File: src/rtl/decode_ctrl_pkg.sv
// Shared opcode, aluop and operand-mux encodings for the ALU control decoder.
// DECODE_CTRL_MEXT_EN enables the M-extension aluop table.
package decode_ctrl_pkg;

   localparam logic [6:0] OPC_OP    = 7'b0110011;
   localparam logic [6:0] OPC_OPIMM = 7'b0010011;
   localparam logic [6:0] OPC_LUI   = 7'b0110111;
   localparam logic [6:0] OPC_AUIPC = 7'b0010111;

   localparam logic [6:0] F7_BASE = 7'b0000000;
   localparam logic [6:0] F7_ALT  = 7'b0100000;
   localparam logic [6:0] F7_MD   = 7'b0000001;

   localparam logic [4:0] ALU_ADD    = 5'b00000;
   localparam logic [4:0] ALU_SUB    = 5'b00001;
   localparam logic [4:0] ALU_SLL    = 5'b00010;
   localparam logic [4:0] ALU_XOR    = 5'b00011;
   localparam logic [4:0] ALU_SRA    = 5'b00100;
   localparam logic [4:0] ALU_SRL    = 5'b00101;
   localparam logic [4:0] ALU_OR     = 5'b00110;
   localparam logic [4:0] ALU_AND    = 5'b00111;
   localparam logic [4:0] ALU_SLT    = 5'b01000;
   localparam logic [4:0] ALU_SLTU   = 5'b01001;
   localparam logic [4:0] ALU_MULHU  = 5'b10000;
   localparam logic [4:0] ALU_MULHSU = 5'b10001;
   localparam logic [4:0] ALU_MULH   = 5'b10010;
   localparam logic [4:0] ALU_MUL    = 5'b10110;
   localparam logic [4:0] ALU_DIV    = 5'b11000;
   localparam logic [4:0] ALU_DIVU   = 5'b11010;
   localparam logic [4:0] ALU_REM    = 5'b11100;
   localparam logic [4:0] ALU_REMU   = 5'b11110;

   localparam logic [1:0] MUX1_RS1  = 2'b00;
   localparam logic [1:0] MUX1_PC   = 2'b01;
   localparam logic [1:0] MUX1_ZERO = 2'b10;

   localparam logic [1:0] MUX2_RS2   = 2'b00;
   localparam logic [1:0] MUX2_SHAMT = 2'b01;
   localparam logic [1:0] MUX2_IMM12 = 2'b10;
   localparam logic [1:0] MUX2_IMM20 = 2'b11;

   typedef struct packed {
      logic [4:0] aluop;
      logic [1:0] mux1;
      logic [1:0] mux2;
      logic       illegal;
   } lane_dec_t;

   function automatic logic [4:0] base_aluop(input logic [2:0] f3);
      logic [4:0] op;
      case (f3)
         3'b000:  op = ALU_ADD;
         3'b001:  op = ALU_SLL;
         3'b010:  op = ALU_SLT;
         3'b011:  op = ALU_SLTU;
         3'b100:  op = ALU_XOR;
         3'b101:  op = ALU_SRL;
         3'b110:  op = ALU_OR;
         default: op = ALU_AND;
      endcase
      return op;
   endfunction

   function automatic logic [4:0] mext_aluop(input logic [2:0] f3);
      logic [4:0] op;
      case (f3)
         3'b000:  op = ALU_MUL;
         3'b001:  op = ALU_MULH;
         3'b010:  op = ALU_MULHSU;
         3'b011:  op = ALU_MULHU;
         3'b100:  op = ALU_DIV;
         3'b101:  op = ALU_DIVU;
         3'b110:  op = ALU_REM;
         default: op = ALU_REMU;
      endcase
      return op;
   endfunction

endpackage

File: src/rtl/decode_ctrl_lane.sv
// Single-lane combinational ALU control decoder.
// DECODE_CTRL_MEXT_EN adds the OP funct7=0000001 multiply/divide group.
module decode_ctrl_lane
   import decode_ctrl_pkg::*;
(
   input  logic       vld_i,
   input  logic [6:0] opcode_i,
   input  logic [2:0] funct3_i,
   input  logic [6:0] funct7_i,
   output lane_dec_t  dec_o
);

   lane_dec_t dec;
   logic      ill;
   logic      shift;

   assign shift = (funct3_i == 3'b001) || (funct3_i == 3'b101);

   always_comb begin
      dec = '0;
      ill = 1'b0;
      case (opcode_i)
         OPC_OP: begin
            if (funct7_i == F7_BASE) begin
               dec.aluop = base_aluop(funct3_i);
            end else if (funct7_i == F7_ALT) begin
               if (funct3_i == 3'b000)
                  dec.aluop = ALU_SUB;
               else if (funct3_i == 3'b101)
                  dec.aluop = ALU_SRA;
               else
                  ill = 1'b1;
`ifdef DECODE_CTRL_MEXT_EN
            end else if (funct7_i == F7_MD) begin
               dec.aluop = mext_aluop(funct3_i);
`endif
            end else begin
               ill = 1'b1;
            end
         end
         OPC_OPIMM: begin
            dec.aluop = base_aluop(funct3_i);
            dec.mux2  = shift ? MUX2_SHAMT : MUX2_IMM12;
            // funct7 only carries meaning for shift-immediates
            if (shift) begin
               if (funct7_i == F7_ALT && funct3_i == 3'b101)
                  dec.aluop = ALU_SRA;
               else if (funct7_i != F7_BASE && funct7_i != F7_ALT)
                  ill = 1'b1;
            end
         end
         OPC_LUI: begin
            dec.mux1 = MUX1_ZERO;
            dec.mux2 = MUX2_IMM20;
         end
         OPC_AUIPC: begin
            dec.mux1 = MUX1_PC;
            dec.mux2 = MUX2_IMM20;
         end
         default: ill = 1'b1;
      endcase
      if (ill || !vld_i)
         dec = '0;
      dec.illegal = ill && vld_i;
   end

   assign dec_o = dec;

endmodule

File: src/rtl/decode_ctrl_stage.sv
// Registered multi-lane ALU control decode with skid buffer and illegal counter.
// DECODE_CTRL_MEXT_EN enables M-extension decode in every lane.
module decode_ctrl_stage
   import decode_ctrl_pkg::*;
#(
   parameter int LANES = 2,
   parameter int CNT_W = 8
) (
   input  logic               clk,
   input  logic               rst,
   input  logic               flush,
   input  logic               in_valid,
   output logic               in_ready,
   input  logic [LANES-1:0]   in_lane_vld,
   input  logic [7*LANES-1:0] in_opcode,
   input  logic [3*LANES-1:0] in_funct3,
   input  logic [7*LANES-1:0] in_funct7,
   output logic               out_valid,
   input  logic               out_ready,
   output logic [LANES-1:0]   out_lane_vld,
   output logic [5*LANES-1:0] out_aluop,
   output logic [2*LANES-1:0] out_aluin1_mux,
   output logic [2*LANES-1:0] out_aluin2_mux,
   output logic [LANES-1:0]   out_illegal,
   output logic [CNT_W-1:0]   illegal_cnt
);

   typedef enum logic [1:0] {
      ST_EMPTY = 2'd0,
      ST_ONE   = 2'd1,
      ST_TWO   = 2'd2
   } state_e;

   localparam logic [CNT_W+2:0] CNT_MAX = {3'b000, {CNT_W{1'b1}}};

   state_e                   state_q;
   logic                     in_ready_q;
   lane_dec_t [LANES-1:0]    dec;
   lane_dec_t [LANES-1:0]    out_dec_q;
   lane_dec_t [LANES-1:0]    skid_dec_q;
   logic      [LANES-1:0]    out_lv_q;
   logic      [LANES-1:0]    skid_lv_q;
   logic      [CNT_W-1:0]    cnt_q;
   logic      [CNT_W-1:0]    cnt_d;
   logic      [CNT_W+2:0]    cnt_sum;
   logic                     acc;
   logic                     cons;

   for (genvar i = 0; i < LANES; i++) begin : g_lane
      decode_ctrl_lane u_lane (
         .vld_i    (in_lane_vld[i]),
         .opcode_i (in_opcode[7*i +: 7]),
         .funct3_i (in_funct3[3*i +: 3]),
         .funct7_i (in_funct7[7*i +: 7]),
         .dec_o    (dec[i])
      );
      assign out_aluop[5*i +: 5]      = out_dec_q[i].aluop;
      assign out_aluin1_mux[2*i +: 2] = out_dec_q[i].mux1;
      assign out_aluin2_mux[2*i +: 2] = out_dec_q[i].mux2;
      assign out_illegal[i]           = out_dec_q[i].illegal;
   end

   assign out_valid    = (state_q != ST_EMPTY);
   assign in_ready     = in_ready_q;
   assign out_lane_vld = out_lv_q;
   assign illegal_cnt  = cnt_q;

   assign acc  = in_valid && in_ready_q && !flush;
   assign cons = out_valid && out_ready;

   always_comb begin
      cnt_sum = {3'b000, cnt_q};
      for (int i = 0; i < LANES; i++)
         cnt_sum = cnt_sum + (CNT_W+3)'(dec[i].illegal & in_lane_vld[i]);
      cnt_d = (cnt_sum > CNT_MAX) ? {CNT_W{1'b1}} : cnt_sum[CNT_W-1:0];
   end

   always_ff @(posedge clk) begin
      if (rst) begin
         state_q    <= ST_EMPTY;
         in_ready_q <= 1'b1;
         out_dec_q  <= '0;
         skid_dec_q <= '0;
         out_lv_q   <= '0;
         skid_lv_q  <= '0;
         cnt_q      <= '0;
      end else begin
         if (acc)
            cnt_q <= cnt_d;
         if (flush) begin
            state_q    <= ST_EMPTY;
            in_ready_q <= 1'b1;
         end else begin
            case (state_q)
               ST_EMPTY: begin
                  if (acc) begin
                     out_dec_q <= dec;
                     out_lv_q  <= in_lane_vld;
                     state_q   <= ST_ONE;
                  end
               end
               ST_ONE: begin
                  if (acc && cons) begin
                     out_dec_q <= dec;
                     out_lv_q  <= in_lane_vld;
                  end else if (acc) begin
                     skid_dec_q <= dec;
                     skid_lv_q  <= in_lane_vld;
                     state_q    <= ST_TWO;
                     in_ready_q <= 1'b0;
                  end else if (cons) begin
                     state_q <= ST_EMPTY;
                  end
               end
               ST_TWO: begin
                  if (cons) begin
                     out_dec_q  <= skid_dec_q;
                     out_lv_q   <= skid_lv_q;
                     state_q    <= ST_ONE;
                     in_ready_q <= 1'b1;
                  end
               end
               default: begin
                  state_q    <= ST_EMPTY;
                  in_ready_q <= 1'b1;
               end
            endcase
         end
      end
   end

endmodule

File: config.mk
export PLATFORM = sky130hd
export DESIGN_NAME = decode_ctrl_stage
export DESIGN_NICKNAME = d
export VERILOG_FILES = /design/src/rtl/decode_ctrl_pkg.sv /design/src/rtl/decode_ctrl_lane.sv /design/src/rtl/decode_ctrl_stage.sv
export SDC_FILE = /design/constraint.sdc
export NUM_CORES = 1
export LEC_CHECK = 0
export CAP_MARGIN = 15
export CORE_ASPECT_RATIO = 1.1
export CORE_MARGIN = 5
export CORE_UTILIZATION = 28
export CTS_CLUSTER_SIZE = 10
export DETAILED_ROUTE_END_ITERATION = 10
export GPL_TIMING_DRIVEN = 0
export PLACE_DENSITY = 0.55
export SLEW_MARGIN = 25
export SYNTH_ARGS = -nofsm -noshare
export SYNTH_HDL_FRONTEND = slang
export SYNTH_SLANG_ARGS = --single-unit
export TNS_END_PERCENT = 1
File: constraint.sdc
create_clock -name clk -period 3.4 [get_ports clk]
set_clock_uncertainty 0.2 [all_clocks]
set_input_delay 0.34 -clock clk [delete_from_list [all_inputs] [get_ports clk]]
set_output_delay 0.34 -clock clk [all_outputs]
set_load 0.01 [all_outputs]
# After elaboration in Yosys (flattened, before gate mapping)
# Index checks and enable logic that the tools add are counted.
[op_classes]
n_shift = 0
n_mux = 59
multipliers = 0
eq_ne = 32
bitwise_logic = 5
n_reduce_logical = 33
magnitude_cmp = 1
n_div = 0
n_addsub = 2
[ops]
columns = ["op", "count"]
rows = [
  ["two-way mux 20 bit", 3],
  ["case mux 20 bit (3 select lines)", 1],
  ["case mux 4 bit (7 select lines)", 2],
  ["== test 7 x 6 -> 1 bit (second input constant)", 6],
  ["two-way mux 5 bit", 8],
  ["== test 7 x 5 -> 1 bit (second input constant)", 4],
  ["two-way mux 10 bit", 2],
  ["two-way mux 2 bit", 10],
  ["case mux 5 bit (2 select lines)", 2],
  ["== test 3 bit (second input constant)", 6],
  ["two-way mux 1 bit", 17],
  ["case mux 2 bit (2 select lines)", 4],
  ["zero test 7 bit", 2],
  ["!= test 7 x 6 -> 1 bit (second input constant)", 2],
  ["nonzero test 7 bit", 2],
  ["== test 3 x 2 -> 1 bit (second input constant)", 4],
  ["case mux 2 bit (3 select lines)", 2],
  ["AND reduction 4 bit", 3],
  ["adder 9 x 1 -> 10 bit", 1],
  ["> comparator 10 x 8 -> 1 bit (second input constant)", 1],
  ["logical AND 1 bit", 10],
  ["!= test 2 bit (second input constant)", 5],
  ["adder 8 x 1 -> 9 bit", 1],
  ["case mux 1 bit (3 select lines)", 3],
  ["other kinds (17)", 31],
]
[word_totals]
input_bits = 41
elab_cells = 153
reg_bits = 55
latch_bits = 0
memories = 0
romBits = 0
output_inout_bits = 32
ram_bits = 0

# Depth between registers and ports, before layout
# Gate-level depths: netlist of run 1.
[logic_depth]
word_depth = 12
ltp_mapped = 13

# Cells and area by module
# Synthesis of run 1 repeated with hierarchy kept, for this count alone.
[unflattened]
hier_cells = 375
hier_area_um2 = 3284.4
[by_module_without_submodules]
columns = ["module", "area_each_um2", "cells_each", "instances"]
rows = [
  ["decode_ctrl_stage", 2626.3, 277, 1],
  ["decode_ctrl_lane", 329.1, 49, 2],
]

# Worst setup path after synthesis of run 1
# No wires, ideal clock.
[synth_path]
path_kind = "in2reg"
start = "in in_funct7[8]"
end = "reg cnt_q[5], in the netlist illegal_cnt[5]"
setup_time_ps = 128
slack_ps = 476
path_stages = 12
t_required_ps = 3072
t_arrival_ps = 2597
cell_sequence = "nor4_4 -> a21oi_1 -> o31a_1 -> o21ai_1 -> inv_1 -> fa_1 -> ha_1 -> and3_1 -> nand4_1 -> nand2_1 -> mux2i_1 -> nor2_1"
[synth_rtl]
columns = ["item", "line_no", "rtl"]
rows = [
  ["start, declared", "decode_ctrl_stage.sv:17", "input logic [7*LANES-1:0] in_funct7,"],
  ["end signal, assigned", "decode_ctrl_stage.sv:89", "cnt_q <= cnt_d;"],
  ["end, declared", "decode_ctrl_stage.sv:43", "logic [CNT_W-1:0] cnt_q;"],
]

==> reports/results.txt, run 1 <==
Entering global routing, the biggest net connects 16 pins. Counting instances, the worst hold path has a depth of 3. The worst setup path is launched from an input port. The area growth from synthesis to layout is 33.9%. Counting every sink on the clock net gives 51. The total number of H-tree levels is 2.

The logs give 9840 um2 for the area of the core region and 6410 um for the placed wire-length estimate. Final-report max-slew violation count: 0. The startpoint identified for the worst hold timing path is in_opcode[9]. The worst setup path is of the in2reg kind. The worst endpoint data arrival time came out at 3210 ps. The run gives 0 as the number of hold-repair buffers added at the cts stage. The tools report the end of the worst hold path as skid_dec_q[13]. The run gives 0 as the max-capacitance violation count. Counting the fill cells in the layout gives 1027. The flow ran to the end, and the final reports show no timing, DRC or antenna violations.

Across the VDD grid, the largest voltage drop is 216 uV. The worst setup path is captured at a register. For this run, the top clock speed supported by timing is 309 MHz. Setup repair after global routing left no endpoint under its margin. The die width is 106 um, and the remaining design rule violation count is 0. The routed design could run at a clock period as short as 3230 ps.

The fraction of layout instances using a drive strength above 1 was 0.0882. Synthesized area per cell: 7.97 um2. For this run, the leading register cell type out of synthesis is sky130_fd_sc_hd__dfxtp_1.

The tools report the number of DRC markers after the initial detailed-route iteration as 135. Buffers placed on the I/O ports in this run total 64. In this run the vertical extent of the chip is 115 um. After detailed routing, the average wire length per cell comes to 15.5 um. The top cell types in the final layout, fill and taps aside, are 64 x sky130_fd_sc_hd__clkdlybuf4s50_1, 53 x sky130_fd_sc_hd__nand2_1, 51 x sky130_fd_sc_hd__dfxtp_1, 29 x sky130_fd_sc_hd__nor2_1, 27 x sky130_fd_sc_hd__a21oi_1.

Fraction of synthesis flops using an asynchronous set or reset pin: 0. The overall track demand over capacity in global routing is 0.142. The logs give 8550 um for the overall routed net length and 354 for the cell count after synthesis. The path class of the tightest hold or removal check is in2reg. The number of placed I/O pins was 73; the clock-pin slew of the registers on the worst-case setup and hold paths was 90 ps. Total power for the finished layout comes to 0.00131 W.

Before antenna repair, the detailed router went through 4 iterations. The run gives 0 as the hold violation count in the final report. The logs give 38 for the count of standard-cell rows and 2863 for the number of vias in the routed layout. The startpoint identified for the worst register-to-register timing path is in_ready.

For the total setup violations reported at the end of the flow, the log shows 0. TritonCTS built the clock tree. Final cell utilization of the core: 0.384. The number of distinct standard cells referenced by the synthesized netlist is 63, and the post-route non-filler standard cell count is 551.

The library cell used most frequently in the layout, excluding fill and tap cells, is sky130_fd_sc_hd__clkdlybuf4s50_1. The routed design uses 335 um of met3 wire. The highest layer touched by signal routing is met4. The initial core utilization is 0.287, and the required time at the worst-slack endpoint is 3380 ps. At the end of the flow, the number of nets in the layout was 473. Summing every instance area after synthesis gives 2820 um2.

The slew at the pin closest to its max-slew limit is 630 ps. The maximum buffer depth of the clock tree is 2, and the tightest slew margin relative to the limit is 0.578. After synthesis the netlist holds a flip-flop and latch count of 51.

The count of cells along the worst register-to-register path is 7, and the leakage power is 1.28 nW. Along the worst path, the maximum fanout reaches 7. In this run, CTS created clock tree buffers numbering 5.

The final hold slack came out at 240 ps. In this run the critical register-to-register path is captured at skid_dec_q[18]. The run gives 0.801 as the global placement routability congestion. The Yosys step of the flow raised 0 warnings.

The ratio of final minimum period to clock period was 0.950; the count of antenna diodes in the layout was 0. The cell total after placement came out at 539. The run gives 0 as the total congestion overflow. The count of nets left with antenna violations once routing finished came out at 0. The tools report the via count of the first global-routing pass as 2787. The fraction of the yosys area taken by sequential cells came out at 0.362. The first global-routing pass estimated 14100 um of wire.

The length of routed met2 wiring was 4110 um; the setup slack of the most critical reg-to-reg path was 1140 ps. The die covers 12200 um2. Power spread over the standard cell area amounts to 346 nW/um2.

The number of antenna violations at the first check in global routing came out at 0. The tools report the clock insertion delay at the later pin of the skew report as 310 ps. In the routed layout, each cell is associated on average with a via count of 5.20.

The routed metal-1 wire length was 4000 um; the number of flops mapped to enable cells by yosys was 0. The buffer cell driving the clock tree root is sky130_fd_sc_hd__clkbuf_8.
-- cell families after synthesis --
| family | after synthesis | synth area share |
|---|---|---|
| compound gates | 89 | 0.217 |
| simple gates | 166 | 0.317 |
| xor+xnor | 7 | 0.0217 |
| flops | 51 | 0.362 |
| other cells | 1 | 0.00133 |
| fa+ha+maj | 2 | 0.0115 |
| buf+inv | 33 | 0.0510 |
| mux | 5 | 0.0177 |
-- final cells by class --
class,count,area (um2),share of cell area
well taps,120,150,0.0398
inverters,6,22.5,0.00596
clock buffers,6,82.6,0.0219
multi-input cells,271,1670,0.443
repair buffers,68,671,0.178
clock inverters,2,35.0,0.00928
flip-flops and latches,51,1020,0.270
plain buffers,27,121,0.0321
-- layer usage --
layer	track usage	up-vias
met2	0.239	52
met5	0	-
met3	0.0292	9
li1	-	1437
met4	0.0363	0
met1	0.187	1365
-- repair_timing --
item | CTS | global route
gates resized for setup | 1 | 3
pin swaps | 1 | 3
endpoints found under the setup margin | 4 | 4
setup buffers | 1 | 3
-- cells in the mapped netlist (3+ instances only) --
cell type / instances / area [um2]
sky130_fd_sc_hd__nand2_1: 53 / 199
sky130_fd_sc_hd__dfxtp_1: 51 / 1020
sky130_fd_sc_hd__nor2_1: 30 / 113
sky130_fd_sc_hd__a21oi_1: 29 / 145
sky130_fd_sc_hd__clkbuf_1: 16 / 60.1
sky130_fd_sc_hd__nand4_1: 16 / 100
sky130_fd_sc_hd__nand3_1: 13 / 65.1
sky130_fd_sc_hd__a311oi_1: 11 / 96.3
sky130_fd_sc_hd__o21ai_0: 10 / 50.1
sky130_fd_sc_hd__nor2b_1: 9 / 56.3
sky130_fd_sc_hd__buf_2: 7 / 35.0
sky130_fd_sc_hd__nor3_1: 7 / 35.0
sky130_fd_sc_hd__inv_1: 6 / 22.5
sky130_fd_sc_hd__nand3b_1: 6 / 45.0
sky130_fd_sc_hd__o21ai_1: 6 / 30.0
sky130_fd_sc_hd__mux2i_1: 5 / 50.1
sky130_fd_sc_hd__o211ai_1: 5 / 37.5
sky130_fd_sc_hd__xor2_1: 5 / 43.8
sky130_fd_sc_hd__and3_1: 4 / 25.0
sky130_fd_sc_hd__nand2b_1: 4 / 25.0
sky130_fd_sc_hd__a21o_1: 3 / 22.5
sky130_fd_sc_hd__buf_4: 3 / 22.5
sky130_fd_sc_hd__nand4b_1: 3 / 26.3
-- report_power, final --
group          internal, W  switching (W)  total (W)
registers         0.000615      0.0000121   0.000628
logic             0.000115       0.000123   0.000238
clock network     0.000238       0.000204   0.000443
-- worst max-delay path by stage --
stage / from / to / slack (ps) / cells past startpoint
global route: in_funct3[3] / illegal_cnt[5] / 10 / 13
CTS: in_funct7[9] / illegal_cnt[5] / 40 / 13
global placement: in_funct7[8] / illegal_cnt[5] / -460 / 13
detailed placement: in_funct7[8] / illegal_cnt[5] / -480 / 13
finish: in_funct3[3] / illegal_cnt[5] / 170 / 13
floorplan: in_funct7[8] / illegal_cnt[5] / 480 / 12
-- metrics by stage --
step / TNS (ps) / worst slack, ps / cell area, um2
finish: 0 / 169 / 3780
global route: 0 / 12.1 / 3780
CTS: 0 / 43.8 / 3740
detailed placement: -2890 / -481 / 3610
global placement: -2730 / -460 / 3610
floorplan: 0 / 476 / 2820
-- registers in the layout, indices dropped and copies added, names as in the netlist --
signal          count
out_aluin2_mux      4
illegal_cnt         8
state_q             2
in_ready            1
out_illegal         2
out_lane_vld        2
out_aluin1_mux      4
skid_dec_q         18
out_aluop           8
skid_lv_q           2
-- worst max-delay path, stage by stage --
cell	delay, ps
sky130_fd_sc_hd__clkdlybuf4s50_1	530
sky130_fd_sc_hd__xor2_1	210
sky130_fd_sc_hd__o211a_1	260
sky130_fd_sc_hd__o31a_1	320
sky130_fd_sc_hd__o21ai_2	240
sky130_fd_sc_hd__inv_1	80
sky130_fd_sc_hd__fa_1	380
sky130_fd_sc_hd__ha_1	210
sky130_fd_sc_hd__and3_1	190
sky130_fd_sc_hd__nand4_1	180
sky130_fd_sc_hd__nand2_1	70
sky130_fd_sc_hd__mux2i_1	130
sky130_fd_sc_hd__nor2_1	60
No activity file was read; power rests on OpenSTA's default activity.
==> run 2, diff against run 1 <==
- clock period: 3.4 -> 4.2 ns (I/O delays scaled with it)
==> run 2 against run 1 <==
- via count down 0.21%
- flip-flop and latch count is the same
- clock power decreased by 19%
- design area shrank 1.2%
- non-clock buffer count shrank 4
- global-route usage down 0.059 points
- largest cell class unchanged
- sequential power is 19% lower
- largest power group unchanged
- hold slack improved by 16 ps
- sequential share of layout area up 0.32 points
- clock-buffer cell count is the same
- die area unchanged
- cell count down 0.73%
==> reports/results.txt, run 2 (same netlist as run 1, synthesis figures left out) <==
The run finished with clean final reports. The largest net degree at the start of global routing came out at 16 (unchanged). The worst hold path depth was 2 (was 3). The logs give 0 (unchanged) for the count of antenna diodes in the layout and 0 (unchanged) for the final-report max-slew violation count.

TritonCTS built the clock tree. The layout-stage area growth over the synthesis result came out at 32.3% (was 33.9%). Series of cell instances along the critical path: clkdlybuf4s50_1 -> nor4_4 -> a21oi_1 -> o31a_1 -> o21ai_1 -> inv_1 -> fa_1 -> ha_1 -> and3_1 -> nand4_1 -> nand2_1 -> mux2i_1 -> nor2_1 (was clkdlybuf4s50_1 -> xor2_1 -> o211a_1 -> o31a_1 -> o21ai_2 -> inv_1 -> fa_1 -> ha_1 -> and3_1 -> nand4_1 -> nand2_1 -> mux2i_1 -> nor2_1). The tools report the length of the first detailed-routing pass in iterations as 4 (unchanged).

The power density normalized to cell area is 283 nW/um2 (was 346 nW/um2). For the overall routed net length, the log shows 8490 um (was 8550 um). The via density per instance was 5.22 (was 5.20). End of the worst hold path: skid_dec_q[7] (was skid_dec_q[13]). The CTS buffer count came out at 5 (unchanged).

The tools report the launch point of the worst hold path as skid_dec_q[7] (was in_opcode[9]). The total congestion overflow came out at 0 (unchanged). The detailed-route wire length per cell was 15.5 um (about the same); the power consumption was 0.00105 W (was 0.00131 W). The largest stage delay on the critical path was 460 ps (was 530 ps).

The logs give 0 (unchanged) for the number of antenna violations at the first check in global routing and 0 (unchanged) for the remaining design rule violation count. The tools report the type of origin of the critical path as an input port (unchanged). The setup TNS came out at 0 ps (unchanged). The area of the core region was 9840 um2 (unchanged).

The hold violation count in the final report was 0 (unchanged); the first-pass GRT wire length was 14000 um (was 14100 um). The post-detailed-route count of antenna-violating nets came out at 0 (unchanged). The logs give 469 (was 473) for the number of nets in the finished design and 0.379 (was 0.384) for the final cell utilization of the core.

The maximum fanout along the worst path is 7 (unchanged). The buffer cell driving the clock tree root was sky130_fd_sc_hd__clkbuf_8 (unchanged). The ratio of final minimum period to clock period was 0.858. The post-route non-filler standard cell count is 547 (was 551), and the clock insertion delay at the later pin of the skew report is 310 ps (about the same). Depth of the critical timing path with buffers and inverters included: 13 (unchanged).

For the number of hold-repair buffers added at the cts stage, the log shows 0 (unchanged). The reg-to-reg endpoint was skid_dec_q[18] (unchanged). The run gives 0 (unchanged) as the max-capacitance violation count. The worst vdd rail ir drop came out at 175 uV (was 216 uV).

Commonest cells after routing, fill and taps aside: 64 x sky130_fd_sc_hd__clkdlybuf4s50_1, 53 x sky130_fd_sc_hd__nand2_1, 51 x sky130_fd_sc_hd__dfxtp_1, 30 x sky130_fd_sc_hd__nor2_1, 29 x sky130_fd_sc_hd__a21oi_1 (was 64 x sky130_fd_sc_hd__clkdlybuf4s50_1, 53 x sky130_fd_sc_hd__nand2_1, 51 x sky130_fd_sc_hd__dfxtp_1, 29 x sky130_fd_sc_hd__nor2_1, 27 x sky130_fd_sc_hd__a21oi_1). The run gives 12200 um2 (unchanged) as the area enclosed by the die boundary. Filler cell count in the final layout: 1024 (was 1027). The maximum achievable frequency was 278 MHz; the setup slack of the most critical reg-to-reg path was 1970 ps (was 1140 ps).

For the finished layout, the period the worst path requires is 3600 ps. The fraction of layout instances using a drive strength above 1 was 0.0703 (was 0.0882); the number of placed I/O pins was 73 (unchanged). The run gives 2857 (was 2863) as the number of vias in the routed layout. Slew at the pin closest to its max-slew limit: 608 ps (was 630 ps). The tools report the worst reg2reg path startpoint as in_ready (unchanged). The placed wire-length estimate is 6410 um (unchanged).

For the worst endpoint data arrival time, the log shows 3580 ps (was 3210 ps). For the required time at the worst-slack endpoint, the log shows 4180 ps (was 3380 ps). The type of element capturing the critical path is a register (unchanged).

The overall track demand over capacity in global routing came out at 0.141 (was 0.142). Count of input and output buffers: 64 (unchanged). The via count of the first global-routing pass is 2777 (was 2787), and the tightest slew margin relative to the limit is 0.593 (was 0.578). Setup repair after global routing left no endpoint under its margin. The leakage power was 1.26 nW (was 1.28 nW); the clock-pin slew of the registers on the worst-case setup and hold paths was 90 ps (about the same).

The number of DRC markers after the initial detailed-route iteration is 126 (was 135). The path class of the lowest-slack min-delay path is reg2reg (was in2reg). The slowest stage cell on the critical path was sky130_fd_sc_hd__nor4_4 (was sky130_fd_sc_hd__clkdlybuf4s50_1). Critical path's top delay family: simple AND/OR/NAND/NOR gates (was compound AO/OA/AOI/OAI gates). The most frequent standard cell in the layout excluding fill and tap cells is sky130_fd_sc_hd__clkdlybuf4s50_1 (unchanged). The register containing the most flip-flops in the final layout is skid_dec_q (unchanged).

The count of standard-cell rows is 38 (unchanged), and the clock sink count is 51 (unchanged). The global placement routability congestion came out at 0.801 (unchanged). The number of flip-flops under the largest register name works out to 18 (unchanged).

The type of the setup path with the least slack was in2reg (unchanged). The run gives 539 (unchanged) as the cell total after placement. The vertical die dimension works out to 115 um (unchanged). The tools report the number of instances resized during post-cts repair as 0 (was 1). The total number of H-tree levels was 2 (unchanged); the post-CTS setup buffer count was 0 (was 1). The die width is 106 um (unchanged), and the count of cells along the worst register-to-register path is 7 (unchanged).

The buffers plus inverters on the worst setup path was 2 (unchanged); the register area was 1020 um2 (unchanged). The multi-input gate area in the final layout was 1660 um2 (was 1670 um2); the total setup violations reported at the end of the flow was 0 (unchanged). The run gives 2 (unchanged) as the maximum buffer depth of the clock tree. For the initial core utilization, the log shows 0.287 (unchanged).
[run 2: area by class of cell]
class | count | area share
sequential | 51 | 0.274
clock buffer | 6 | 0.0221
inverter | 6 | 0.00603
clock inverter | 2 | 0.00939
tap | 120 | 0.0402
buffer | 27 | 0.0325
multi-input combinational | 271 | 0.445
timing repair buffer | 64 | 0.172
[run 2: power breakdown]
| part | internal, W | leakage (nW) | switching (W) |
|---|---|---|---|
| registers | 0.000498 | 0.414 | 0.00000971 |
| logic | 0.0000917 | 0.783 | 0.0000984 |
| clock network | 0.000193 | 0.0612 | 0.000164 |
[run 2: worst register-to-register path, stage by stage (launching register included)]
cell and delay, ps:
sky130_fd_sc_hd__dfxtp_1 460, sky130_fd_sc_hd__and3b_1 180, sky130_fd_sc_hd__buf_2 190, sky130_fd_sc_hd__nand2_1 90, sky130_fd_sc_hd__nor2_1 480, sky130_fd_sc_hd__buf_4 290
sky130_fd_sc_hd__nand4_1 100, sky130_fd_sc_hd__a21oi_1 170
[run 2: how the worst max path moves through the flow]
stage	slack, ps	startpoint	to
after floorplan	1200	in_funct7[8]	illegal_cnt[5]
after global placement	260	in_funct7[8]	illegal_cnt[5]
after detailed placement	240	in_funct7[8]	illegal_cnt[5]
after CTS	560	in_funct7[8]	illegal_cnt[5]
after global routing	360	in_funct7[7]	illegal_cnt[5]
final	600	in_funct7[8]	illegal_cnt[5]
[run 2: per-stage QoR]
stage	hold WS [ps]	setup slack (ps)	instance area, um2
floorplan	232	1200	2820
global placement	238	260	3610
detailed placement	243	239	3610
CTS	256	557	3730
global route	283	364	3730
finish	256	598	3730
[run 2: metal layers]
layer  share of wire  up-vias  global-route usage
met5               0        -                   0
met4          0.0045        0              0.0363
met3           0.059        5              0.0303
met2            0.48       75               0.237
met1            0.45     1346               0.185
li1                -     1431                   -
==> run 3, diff against run 2 <==
- CORE_MARGIN: 5 -> default
==> run 3 against run 2 <==
- the flow now finishes with violations (design-rule violations)
- flip-flop and latch count is the same
- total power is 6.3% lower
- register-to-register slack about the same
- first-iteration DRC count is 41% higher
- non-clock buffer count did not move
- cell count down 0.18%
- via count is 0.21% higher
- sequential power about the same
- critical path type unchanged
- largest power group unchanged
- highest routed layer unchanged
==> reports/results.txt, run 3 (same netlist as run 1, synthesis figures left out) <==
The overall track demand over capacity in global routing is 0.159 (was 0.141), and the number of nets in the finished design is 469 (unchanged). The number of instances resized during post-cts repair came out at 0 (unchanged). The max-capacitance violation count came out at 0 (unchanged). The worst reg2reg path startpoint was in_ready (unchanged). Clock-pin slew of the registers on the worst-case setup and hold paths: 90 ps (about the same).

The buffer cell driving the clock tree root was sky130_fd_sc_hd__clkbuf_8 (unchanged). For the number of DRC markers after the initial detailed-route iteration, the log shows 178 (was 126). Type of element capturing the critical path: a register (unchanged). The final reports fail on design-rule violations. The filler cell count in the final layout is 1019 (was 1024), and the number of flip-flops under the largest register name is 18 (unchanged).

The length of the first detailed-routing pass in iterations came out at 7 (was 4). The ratio of final minimum period to clock period was 0.865 (was 0.858); the initial core utilization was 0.287 (unchanged). The run gives 51 (unchanged) as the clock sink count. Series of cell instances along the critical path: clkdlybuf4s50_1 -> nor4_4 -> a21oi_1 -> o31a_1 -> o21ai_1 -> inv_1 -> fa_1 -> ha_1 -> and3_1 -> nand4_1 -> nand2_1 -> mux2i_1 -> nor2_1 (unchanged). The first-pass GRT wire length came out at 13500 um (was 14000 um). Number of placed I/O pins: 73 (unchanged). The tools report the count of standard-cell rows as 38 (unchanged). The setup TNS is 0 ps (unchanged).

The tools report the total congestion overflow as 0 (unchanged). Die width: 97.7 um (was 106 um). The overall routed net length is 8170 um (was 8490 um), and the post-route non-filler standard cell count is 546 (was 547).

Detailed-route wire length per cell: 15.0 um (was 15.5 um). The placed wire-length estimate was 6060 um (was 6410 um); the multi-input gate area in the final layout was 1660 um2 (unchanged). The run gives 1.24 nW (was 1.26 nW) as the leakage power. For the global placement routability congestion, the log shows 0.790 (was 0.801). The worst vdd rail ir drop is 147 uV (was 175 uV), and the count of input and output buffers is 64 (unchanged). The run gives 0 (unchanged) as the total setup violations reported at the end of the flow. For the post-detailed-route count of antenna-violating nets, the log shows 0 (unchanged).

Commonest cells after routing, fill and taps aside: 64 x sky130_fd_sc_hd__clkdlybuf4s50_1, 53 x sky130_fd_sc_hd__nand2_1, 51 x sky130_fd_sc_hd__dfxtp_1, 30 x sky130_fd_sc_hd__nor2_1, 29 x sky130_fd_sc_hd__a21oi_1 (unchanged). The critical path's top delay family was simple AND/OR/NAND/NOR gates (unchanged). Most frequent standard cell in the layout excluding fill and tap cells: sky130_fd_sc_hd__clkdlybuf4s50_1 (unchanged). Largest net degree at the start of global routing: 15 (was 16). The largest stage delay on the critical path was 450 ps (was 460 ps); the final hold slack was 259 ps (was 256 ps). Type of the setup path with the least slack: in2reg (unchanged). The tools report the launch point of the worst hold path as skid_dec_q[16] (was skid_dec_q[7]). The register containing the most flip-flops in the final layout is skid_dec_q (unchanged). The hold violation count in the final report is 0 (unchanged), and the final-report max-slew violation count is 0 (unchanged). The shortest clock period the worst path allows after layout is 3630 ps (was 3600 ps), and the minimum setup slack after placement is 261 ps (was 239 ps).

The remaining design rule violation count is 10 (was 0). The run gives 9840 um2 (unchanged) as the area of the core region. Setup repair after global routing left no endpoint under its margin. Area enclosed by the die boundary: 10500 um2 (was 12200 um2). The post-CTS setup buffer count was 0 (unchanged); the count of antenna diodes in the layout was 0 (unchanged). The slew at the pin closest to its max-slew limit was 562 ps (was 608 ps); the register area was 1020 um2 (unchanged).

TritonCTS built the clock tree. The layout-stage area growth over the synthesis result is 31.3% (was 32.3%), and the required time at the worst-slack endpoint is 4180 ps (about the same). The flow ran to the end, but the final reports show violations. Type of origin of the critical path: an input port (unchanged).

The slowest stage cell on the critical path is sky130_fd_sc_hd__nor4_4 (unchanged). For the clock insertion delay at the later pin of the skew report, the log shows 300 ps (was 310 ps). The logs give 0.625 (was 0.593) for the tightest slew margin relative to the limit and 275 MHz (was 278 MHz) for the maximum achievable frequency. The fraction of layout instances using a drive strength above 1 is 0.0681 (was 0.0703). The run gives 2 (unchanged) as the maximum buffer depth of the clock tree. The path class of the lowest-slack min-delay path was reg2reg (unchanged). The power density normalized to cell area was 267 nW/um2 (was 283 nW/um2). For the cell total after placement, the log shows 539 (unchanged).

The vertical die dimension is 107 um (was 115 um). The tools report the worst setup path startpoint as in_funct7[8] (unchanged). Buffers plus inverters on the worst setup path: 2 (unchanged). The via density per instance works out to 5.24 (was 5.22). The worst endpoint data arrival time is 3610 ps (was 3580 ps), and the via count of the first global-routing pass is 2755 (was 2777). The final critical-path setup slack was 567 ps (was 598 ps); the number of antenna violations at the first check in global routing was 0 (unchanged). The CTS buffer count was 5 (unchanged); the maximum fanout along the worst path was 7 (unchanged). The tools report the total number of H-tree levels as 2 (unchanged).

The tools report the number of vias in the routed layout as 2863 (was 2857). The run gives 0 (unchanged) as the number of hold-repair buffers added at the cts stage.
-- run 3: changes by cell type in the layout (fill, tap and decap cells not counted), sizes merged --
cell,before,now
bufinv,1,0
-- run 3: final timing paths --
| check | end | slack [ps] | depth (start not counted) |
|---|---|---|---|
| max | illegal_cnt[5] | 570 | 13 |
| min reg2reg | skid_dec_q[16] | 260 | 2 |
| max reg2reg | skid_dec_q[18] | 1970 | 7 |
| min | skid_dec_q[16] | 260 | 2 |
-- run 3: cell type report --
class,count,share of cell area
multi-input cells,271,0.448
flip-flops and latches,51,0.276
repair buffers,64,0.173
well taps,120,0.0406
plain buffers,27,0.0328
clock buffers,6,0.0223
inverters,6,0.00608
clock inverters,1,0.00135
-- run 3: per-stage QoR --
stage / power [W] / utilization / cell area, um2
detailed placement: 0.000710 / 0.367 / 3610
CTS: 0.000996 / 0.376 / 3700
global route: 0.00104 / 0.376 / 3700
floorplan: 0.000613 / - / 2820
global placement: 0.000707 / 0.367 / 3610
finish: 0.000989 / 0.376 / 3700
-- run 3: worst min-delay path, delay by kind of cell (launching register included) --
kind / cells / cell delay (ps)
flops: 1 / 320
simple gates: 1 / 50
compound gates: 1 / 50
-- run 3: power by group --
part	switching [W]	total, W	internal [W]
clock network	0.000161	0.000290	0.000130
registers	0.0000101	0.000508	0.000498
logic	0.0000979	0.000190	0.0000919
-- run 3: routing by layer --
layer  GRT usage  part of all wire
met1       0.211              0.46
met2       0.266              0.48
met3      0.0279             0.053
met4      0.0379            0.0044
met5           0                 0
